## src/rtl/aes_multiblock_fsm_pkg.sv

```systemverilog
// ============================================================================
// Module : aes_package
// Brief  : Shared types and constants for the multi-block AES control FSM.
// Rev    : 1.0 - initial release
// ============================================================================
`default_nettype none

package aes_package;

  typedef enum logic [2:0] {
    IDLE     = 3'd0,
    STARTING = 3'd1,
    LOAD     = 3'd2,
    WORKING  = 3'd3,
    DRAIN    = 3'd4,
    FINISHED = 3'd5
  } aes_mb_state_t;

  typedef enum logic [1:0] {
    KEY_AES128 = 2'd0,
    KEY_AES192 = 2'd1,
    KEY_AES256 = 2'd2,
    KEY_RSVD   = 2'd3
  } aes_key_mode_t;

  localparam logic [3:0]  c_nr_aes128       = 4'd10;
  localparam logic [3:0]  c_nr_aes192       = 4'd12;
  localparam logic [3:0]  c_nr_aes256       = 4'd14;
  localparam int unsigned c_timeout_default = 1024;

  // The reserved key mode falls back to the AES-128 schedule.
  function automatic logic [3:0] nr_for_mode(input logic [1:0] mode);
    case (aes_key_mode_t'(mode))
      KEY_AES192: return c_nr_aes192;
      KEY_AES256: return c_nr_aes256;
      default:    return c_nr_aes128;
    endcase
  endfunction

endpackage

`default_nettype wire

```

## src/rtl/aes_multiblock_fsm_round_counter.sv

```systemverilog
// ============================================================================
// Module : aes_round_counter
// Brief  : Round index for the AES engine; counts 0..NR while enabled.
// Rev    : 1.0 - initial release
// ============================================================================
`default_nettype none

module aes_round_counter (
  input  logic       clk,
  input  logic       reset,
  input  logic       clear,
  input  logic       en_i,
  input  logic [3:0] nr_i,
  output logic [3:0] round_o,
  output logic       last_o
);

  logic [3:0] round_cnt_q;
  logic [3:0] round_cnt_d;
  logic       w_last;

  assign w_last = en_i && (round_cnt_q == nr_i);

  // Falls back to zero whenever the engine is not in its round phase, so
  // every block starts from round 0 without an explicit load.
  assign round_cnt_d = (en_i && !w_last) ? round_cnt_q + 4'd1 : 4'd0;

  always_ff @(posedge clk or posedge reset) begin
    if (reset) begin
      round_cnt_q <= 4'd0;
    end else if (clear) begin
      round_cnt_q <= 4'd0;
    end else begin
      round_cnt_q <= round_cnt_d;
    end
  end

  assign round_o = en_i ? round_cnt_q : 4'd0;
  assign last_o  = w_last;

endmodule

`default_nettype wire

```

## src/rtl/aes_multiblock_fsm.sv

```systemverilog
// ============================================================================
// Module : aes_multiblock_fsm
// Brief  : Multi-block AES HWPE control FSM (streamers, engine, done pulse).
//          Optional watchdog enabled by defining AES_MBFSM_TIMEOUT_EN.
// Rev    : 1.0 - initial release
// ============================================================================
`default_nettype none

module aes_multiblock_fsm
  import aes_package::*;
#(
  parameter  int unsigned BUS_W          = 32,
  parameter  int unsigned CNT_W          = 16,
  parameter  int unsigned ADDR_W         = 32,
  parameter  int unsigned TIMEOUT_CYCLES = c_timeout_default,
  localparam int unsigned BEATS          = 128 / BUS_W,
  localparam int unsigned LL_W           = CNT_W + $clog2(BEATS)
) (
  input  logic              clk,
  input  logic              reset,
  input  logic              clear,
  input  logic              start_i,
  input  logic [CNT_W-1:0]  n_blocks_i,
  input  logic [1:0]        key_mode_i,
  input  logic [ADDR_W-1:0] src_base_i,
  input  logic [ADDR_W-1:0] sink_base_i,
  output logic [ADDR_W-1:0] src_base_o,
  output logic [ADDR_W-1:0] sink_base_o,
  output logic [LL_W-1:0]   line_length_o,
  output logic              src_req_start_o,
  output logic              sink_req_start_o,
  input  logic              src_ready_start_i,
  input  logic              sink_ready_start_i,
  input  logic              eng_load_done_i,
  input  logic              sink_block_done_i,
  output logic              eng_clear_o,
  output logic              eng_start_o,
  output logic              eng_enable_o,
  output logic [3:0]        eng_round_o,
  output logic              eng_last_round_o,
  output logic              busy_o,
  output logic [CNT_W-1:0]  blocks_done_o,
  output logic              done_o,
  output logic              err_o
);

  generate
    if (BUS_W == 0 || (128 % BUS_W) != 0 || TIMEOUT_CYCLES < 2) begin : g_bad_params
      $error("aes_multiblock_fsm: BUS_W must divide 128 and TIMEOUT_CYCLES must be >= 2");
    end
  endgenerate

  aes_mb_state_t     state_q, state_d;
  logic [CNT_W-1:0]  n_blocks_q;
  logic [CNT_W-1:0]  blocks_done_q;
  logic [3:0]        nr_q;
  logic [ADDR_W-1:0] src_base_q;
  logic [ADDR_W-1:0] sink_base_q;
  logic [LL_W-1:0]   line_len_q;

  logic              w_working;
  logic              w_round_last;
  logic [3:0]        w_round;
  logic              w_start_accept;
  logic              w_blk_last;

  assign w_working      = (state_q == WORKING);
  assign w_start_accept = (state_q == IDLE) && start_i;
  assign w_blk_last     = (blocks_done_q == n_blocks_q - CNT_W'(1));

  aes_round_counter u_round_counter (
    .clk     (clk),
    .reset   (reset),
    .clear   (clear),
    .en_i    (w_working),
    .nr_i    (nr_q),
    .round_o (w_round),
    .last_o  (w_round_last)
  );

`ifdef AES_MBFSM_TIMEOUT_EN
  localparam int unsigned WD_W = $clog2(TIMEOUT_CYCLES);
  localparam logic [WD_W-1:0] c_wd_limit = WD_W'(TIMEOUT_CYCLES - 1);

  logic [WD_W-1:0] wdog_q, wdog_d;
  logic            err_q;
  logic            w_wd_active;
  logic            w_timeout_fire;

  assign w_wd_active = (state_q == STARTING) || (state_q == LOAD) || (state_q == DRAIN);
`endif

  always_comb begin
    state_d          = state_q;
    src_req_start_o  = 1'b0;
    sink_req_start_o = 1'b0;
    eng_clear_o      = 1'b0;
    eng_start_o      = 1'b0;
    eng_enable_o     = 1'b0;
    done_o           = 1'b0;

    case (state_q)
      IDLE: begin
        eng_clear_o = 1'b1;
        if (start_i) begin
          state_d = (n_blocks_i != '0) ? STARTING : FINISHED;
        end
      end
      STARTING: begin
        src_req_start_o  = 1'b1;
        sink_req_start_o = 1'b1;
        if (src_ready_start_i && sink_ready_start_i) begin
          eng_start_o = 1'b1;
          state_d     = LOAD;
        end
      end
      LOAD: begin
        eng_enable_o = 1'b1;
        if (eng_load_done_i) begin
          state_d = WORKING;
        end
      end
      WORKING: begin
        eng_enable_o = 1'b1;
        if (w_round_last) begin
          state_d = DRAIN;
        end
      end
      DRAIN: begin
        eng_enable_o = 1'b1;
        if (sink_block_done_i) begin
          state_d = w_blk_last ? FINISHED : LOAD;
        end
      end
      FINISHED: begin
        done_o  = 1'b1;
        state_d = IDLE;
      end
      default: state_d = IDLE;
    endcase

`ifdef AES_MBFSM_TIMEOUT_EN
    // A handshake arriving on the limit cycle still wins over the watchdog.
    w_timeout_fire = 1'b0;
    if (w_wd_active && (wdog_q == c_wd_limit) && (state_d == state_q)) begin
      state_d        = FINISHED;
      w_timeout_fire = 1'b1;
    end
    wdog_d = (w_wd_active && (state_d == state_q)) ? wdog_q + WD_W'(1) : '0;
`endif
  end

  always_ff @(posedge clk or posedge reset) begin
    if (reset) begin
      state_q       <= IDLE;
      n_blocks_q    <= '0;
      blocks_done_q <= '0;
      nr_q          <= 4'd0;
      src_base_q    <= '0;
      sink_base_q   <= '0;
      line_len_q    <= '0;
    end else if (clear) begin
      // Job configuration is left in place; only progress state is dropped.
      state_q       <= IDLE;
      blocks_done_q <= '0;
    end else begin
      state_q <= state_d;
      if (w_start_accept) begin
        blocks_done_q <= '0;
        if (n_blocks_i != '0) begin
          n_blocks_q  <= n_blocks_i;
          nr_q        <= nr_for_mode(key_mode_i);
          src_base_q  <= src_base_i;
          sink_base_q <= sink_base_i;
          line_len_q  <= LL_W'(n_blocks_i) << $clog2(BEATS);
        end
      end else if ((state_q == DRAIN) && sink_block_done_i) begin
        blocks_done_q <= blocks_done_q + CNT_W'(1);
      end
    end
  end

`ifdef AES_MBFSM_TIMEOUT_EN
  always_ff @(posedge clk or posedge reset) begin
    if (reset) begin
      wdog_q <= '0;
      err_q  <= 1'b0;
    end else if (clear) begin
      wdog_q <= '0;
      err_q  <= 1'b0;
    end else begin
      wdog_q <= wdog_d;
      if (w_start_accept) begin
        err_q <= 1'b0;
      end else if (w_timeout_fire) begin
        err_q <= 1'b1;
      end
    end
  end

  assign err_o = err_q;
`else
  assign err_o = 1'b0;
`endif

  assign src_base_o       = src_base_q;
  assign sink_base_o      = sink_base_q;
  assign line_length_o    = line_len_q;
  assign eng_round_o      = w_round;
  assign eng_last_round_o = w_round_last;
  assign busy_o           = (state_q != IDLE);
  assign blocks_done_o    = blocks_done_q;

endmodule

`default_nettype wire

```

## config.mk

```make
export PLATFORM = sky130hd
export DESIGN_NAME = aes_multiblock_fsm
export DESIGN_NICKNAME = d
export VERILOG_FILES = /design/src/rtl/aes_multiblock_fsm_pkg.sv /design/src/rtl/aes_multiblock_fsm_round_counter.sv /design/src/rtl/aes_multiblock_fsm.sv
export SDC_FILE = /design/constraint.sdc
export NUM_CORES = 1
export LEC_CHECK = 0
export BUFFER_PORTS_ARGS = -buffer_cell sky130_fd_sc_hd__buf_4
export CAP_MARGIN = 20
export CORE_MARGIN = 3
export CORE_UTILIZATION = 25
export DETAILED_ROUTE_END_ITERATION = 7
export GPL_TIMING_DRIVEN = 0
export SYNTH_ARGS = -nofsm -noshare
export SYNTH_HDL_FRONTEND = slang
export SYNTH_SLANG_ARGS = --single-unit
```

## constraint.sdc

```tcl
create_clock -name clk -period 10.6 [get_ports clk]
set_input_delay 2.12 -clock clk [delete_from_list [all_inputs] [get_ports clk]]
set_output_delay 2.12 -clock clk [all_outputs]
set_load 0.02 [all_outputs]
```

==> flow_summary_export.csv <==
group,metric,value,unit
clock_tree,cts_buffers,9,
setup_path,cp_slowest_stage_delay,0.15,ns
yosys,syn_inst,422,
timing,setup_viol,0,
route,drtIter0Drc,129,
timing,finalCritPeriodShare,43.9,%
floorplanning,num_rows,51,
route,wl_per_cell,14.8,microns
setup_path,reg2reg_from,"line_length_o[2]",
grt,antenna_found_initial,0,
yosys,synth_seq_cells,106,
timing,worst_pin_slew,0.717,ns
clock_tree,cts_buffer_depth,2,
grt,gr-total-overflow,0,
route,drt-total-wl,13.3,mm
floorplanning,die_w,147,microns
place,portBuffers,197,
timing,hold_violations,0,
clock_tree,cts-root-buf,"clkbuf_16",
yosys,synth-edff-count,0,
setup_path,slowest_stage,"buf_4",
route,vias,3990,
setup_path,critical_path_class,"in -> out",
clock_tree,cts.hold.buffers_added,0,
yosys,ys_types,49,
clock_tree,htreeDepth,3,
power,power.leakage,0.00325,uW
floorplanning,initial_core_util,25.5,%
worst_hold_path,min_from,"nr_q[3]",
power,irDropWorstVdd,116,uV
floorplanning,core,0.0196,sq mm
timing,slew_headroom,51.7,%
cells_and_area,instances_no_fill,903,
setup_path,crit_path_frequent_cell,"buf_4",
setup_path,worst_ep_arrival_time,2.53,ns
cells_and_area,antennaDiodeCount,0,
setup_path,worst-path-buf-inv,2,
cells_and_area,syn_to_final_growth,43.6,%
timing,finClkSkew,0.00711,ns
clock_tree,path_clk_slew,0.07,ns
clock_tree,cts.sinks,106,
yosys,seq_area_frac_synth,53.0,%
clock_tree,cts-resized-gates,0,
setup_path,worst-endpoint-required,8.48,ns
clock_tree,post-cts-setup-buffer-count,0,
power,power.density,229,mW/mm^2
floorplanning,die_area,0.0217,sq mm
flow_run,drv_cap,0,
yosys,netlist_area,0.00500,sq mm
yosys,async_flop_share,100,%
yosys,synth_warnings,0,
cells_and_area,finalNetCount,727,
setup_path,crit_path_max_fanout,2,
clock_tree,clkLatencyLatePin,0.35,ns
place,dpl.cell_count,887,
setup_path,critPathCaptureType,"primary output",
cells_and_area,drive_above_1_share,48.4,%
floorplanning,io_pins,201,
route,drc,0,
yosys,synthFlopType,"dfrtp_1",
floorplanning,die_h,147,microns
route,ant_nets,0,
grt,grt_start_max_net_pins,55,
yosys,syn_area_per_cell,11.9,sq um
route,dr.pass1.iters,4,
setup_path,setup.worst_path.start,"src_ready_start_i",
cells_and_area,fill_cells,1967,
setup_path,cp_top_family,"buffers and inverters",
place,globalplace.congestion,0.795,
grt,track_usage,12.1,%
worst_hold_path,hp-class,"reg -> reg",
grt,grt_pass1_wl,21.0,mm
timing,final-max-slew-violation-count,0,
setup_path,crit_path_cell_trace,"buf_4 -> nand2_1 -> nor2b_1 -> buf_4",
outcome,status,"finished clean",
route,vias_per_cell,4.42,
timing,max_freq,215,MHz
timing,min_period,4.65,ns
place,hpwl,10.5,mm
setup_path,start_kind,"primary input",
timing,setup_tns,0,ns
clock_tree,cts_tree,"built",
timing,rsz0062_at_grt,"false",
grt,grt_pass1_vias,4052,
state kept, by name (all words and copies together) (netlist names):
name                         flops
sink_base_o                     32
src_base_o                      32
blocks_done_o                   16
line_length_o                   16
u_round_counter.round_cnt_q      4
nr_q                             3
state_q                          3
placed cells by master, fill, tap and decap left out, drive strengths merged, types with 2 or more instances in the layout:
cell     count
or4          4
and3         2
a21o         3
nor2        32
a31oi        2
nor3         8
nand2b       3
a21oi        9
ha           4
nor2b        3
or2          2
mux2        80
inv         15
or3          4
nor3b        3
mux2i        5
conb         3
nand4        9
buf        206
nand2       16
xor2        17
nand3        9
o21ai       17
and2         5
nor4         6
dfrtp      106
clkbuf      26
xnor2       17
a2111oi      3
nand3b       5
bufinv       2
where the power goes:
part	switching (uW)	internal (uW)	leakage [uW]
Combinational	335	319	0.00179
Clock	162	212	0.000163
Sequential	94.8	524	0.00129
logic make-up after synthesis:
group | synth area share (%)
adders and majority gates | 1.00
DFF | 53.0
muxes | 19.0
AOI/OAI and AO/OA | 5.45
buffers and inverters | 3.18
xor gates and xnor gates | 5.95
other | 0.0749
and+or+nand+nor | 12.3
through the flow:
step / hold slack [ns] / util [%] / setup slack, ns / instance area, sq um / power, uW
finish: 0.493 / 36.7 / 5.95 / 7180 / 1650
global route: 0.516 / 36.7 / 5.66 / 7180 / 1740
CTS: 0.502 / 36.7 / 5.82 / 7180 / 1670
detailed placement: 0.481 / 35.0 / 5.43 / 6850 / 1290
global placement: 0.480 / 34.8 / 4.23 / 6820 / 1280
floorplan: 0.454 / - / 5.69 / 5010 / 989
synth_stat cells, drive strengths merged (2+ instances only):
| cell type | n | area share, % |
|---|---|---|
| and3 | 2 | 0.25 |
| mux2 | 80 | 18 |
| nand2 | 16 | 1.2 |
| or3 | 4 | 0.50 |
| xnor2 | 17 | 3.0 |
| a21o | 3 | 0.48 |
| and2 | 5 | 0.63 |
| dfrtp | 106 | 53 |
| nand3 | 9 | 0.90 |
| clkbuf | 17 | 1.3 |
| o21ai | 17 | 1.7 |
| a21oi | 9 | 0.90 |
| buf | 8 | 1.1 |
| inv | 11 | 0.83 |
| nand3b | 5 | 0.75 |
| nand2b | 3 | 0.38 |
| ha | 4 | 1.0 |
| xor2 | 17 | 3.0 |
| nor4 | 6 | 1.1 |
| nor3 | 8 | 0.80 |
| nand4 | 9 | 1.1 |
| mux2i | 5 | 1.0 |
| nor3b | 3 | 0.45 |
| nor2 | 32 | 2.4 |
| a31oi | 2 | 0.25 |
| a2111oi | 3 | 0.65 |
| or2 | 2 | 0.25 |
| or4 | 4 | 0.75 |
| nor2b | 3 | 0.38 |
layer usage:
metal	global-route usage, %	part of all wire, %	up-vias
met5	0	0	-
met4	4.01	1.8	0
met3	4.78	7.9	16
met2	20.3	50	130
met1	14.3	40	1948
li1	-	-	1896
area by class of cell:
cell class | instances | area [sq um] | area share (%)
Sequential cell | 106 | 2650 | 36.9
Multi-Input combinational cell | 282 | 2200 | 30.6
Timing Repair Buffer | 198 | 1510 | 21.0
Tap cell | 265 | 332 | 4.62
Clock buffer | 9 | 225 | 3.14
Buffer | 25 | 118 | 1.64
Clock inverter | 7 | 106 | 1.48
Inverter | 11 | 43.8 | 0.610
worst paths after layout:
check / to / slack, ns / cells after the start
worst max-delay path: eng_start_o / 5.95 / 4
worst min-delay path: nr_q[3] / 0.49 / 1
worst max register to register: state_q[1] / 7.56 / 10
worst min register to register: nr_q[3] / 0.49 / 1
max in group asynchronous: sink_base_o[24] / 7.99 / 3
min in group asynchronous: src_base_o[16] / 1.89 / 2
No activity file was read; power rests on OpenSTA's default activity.
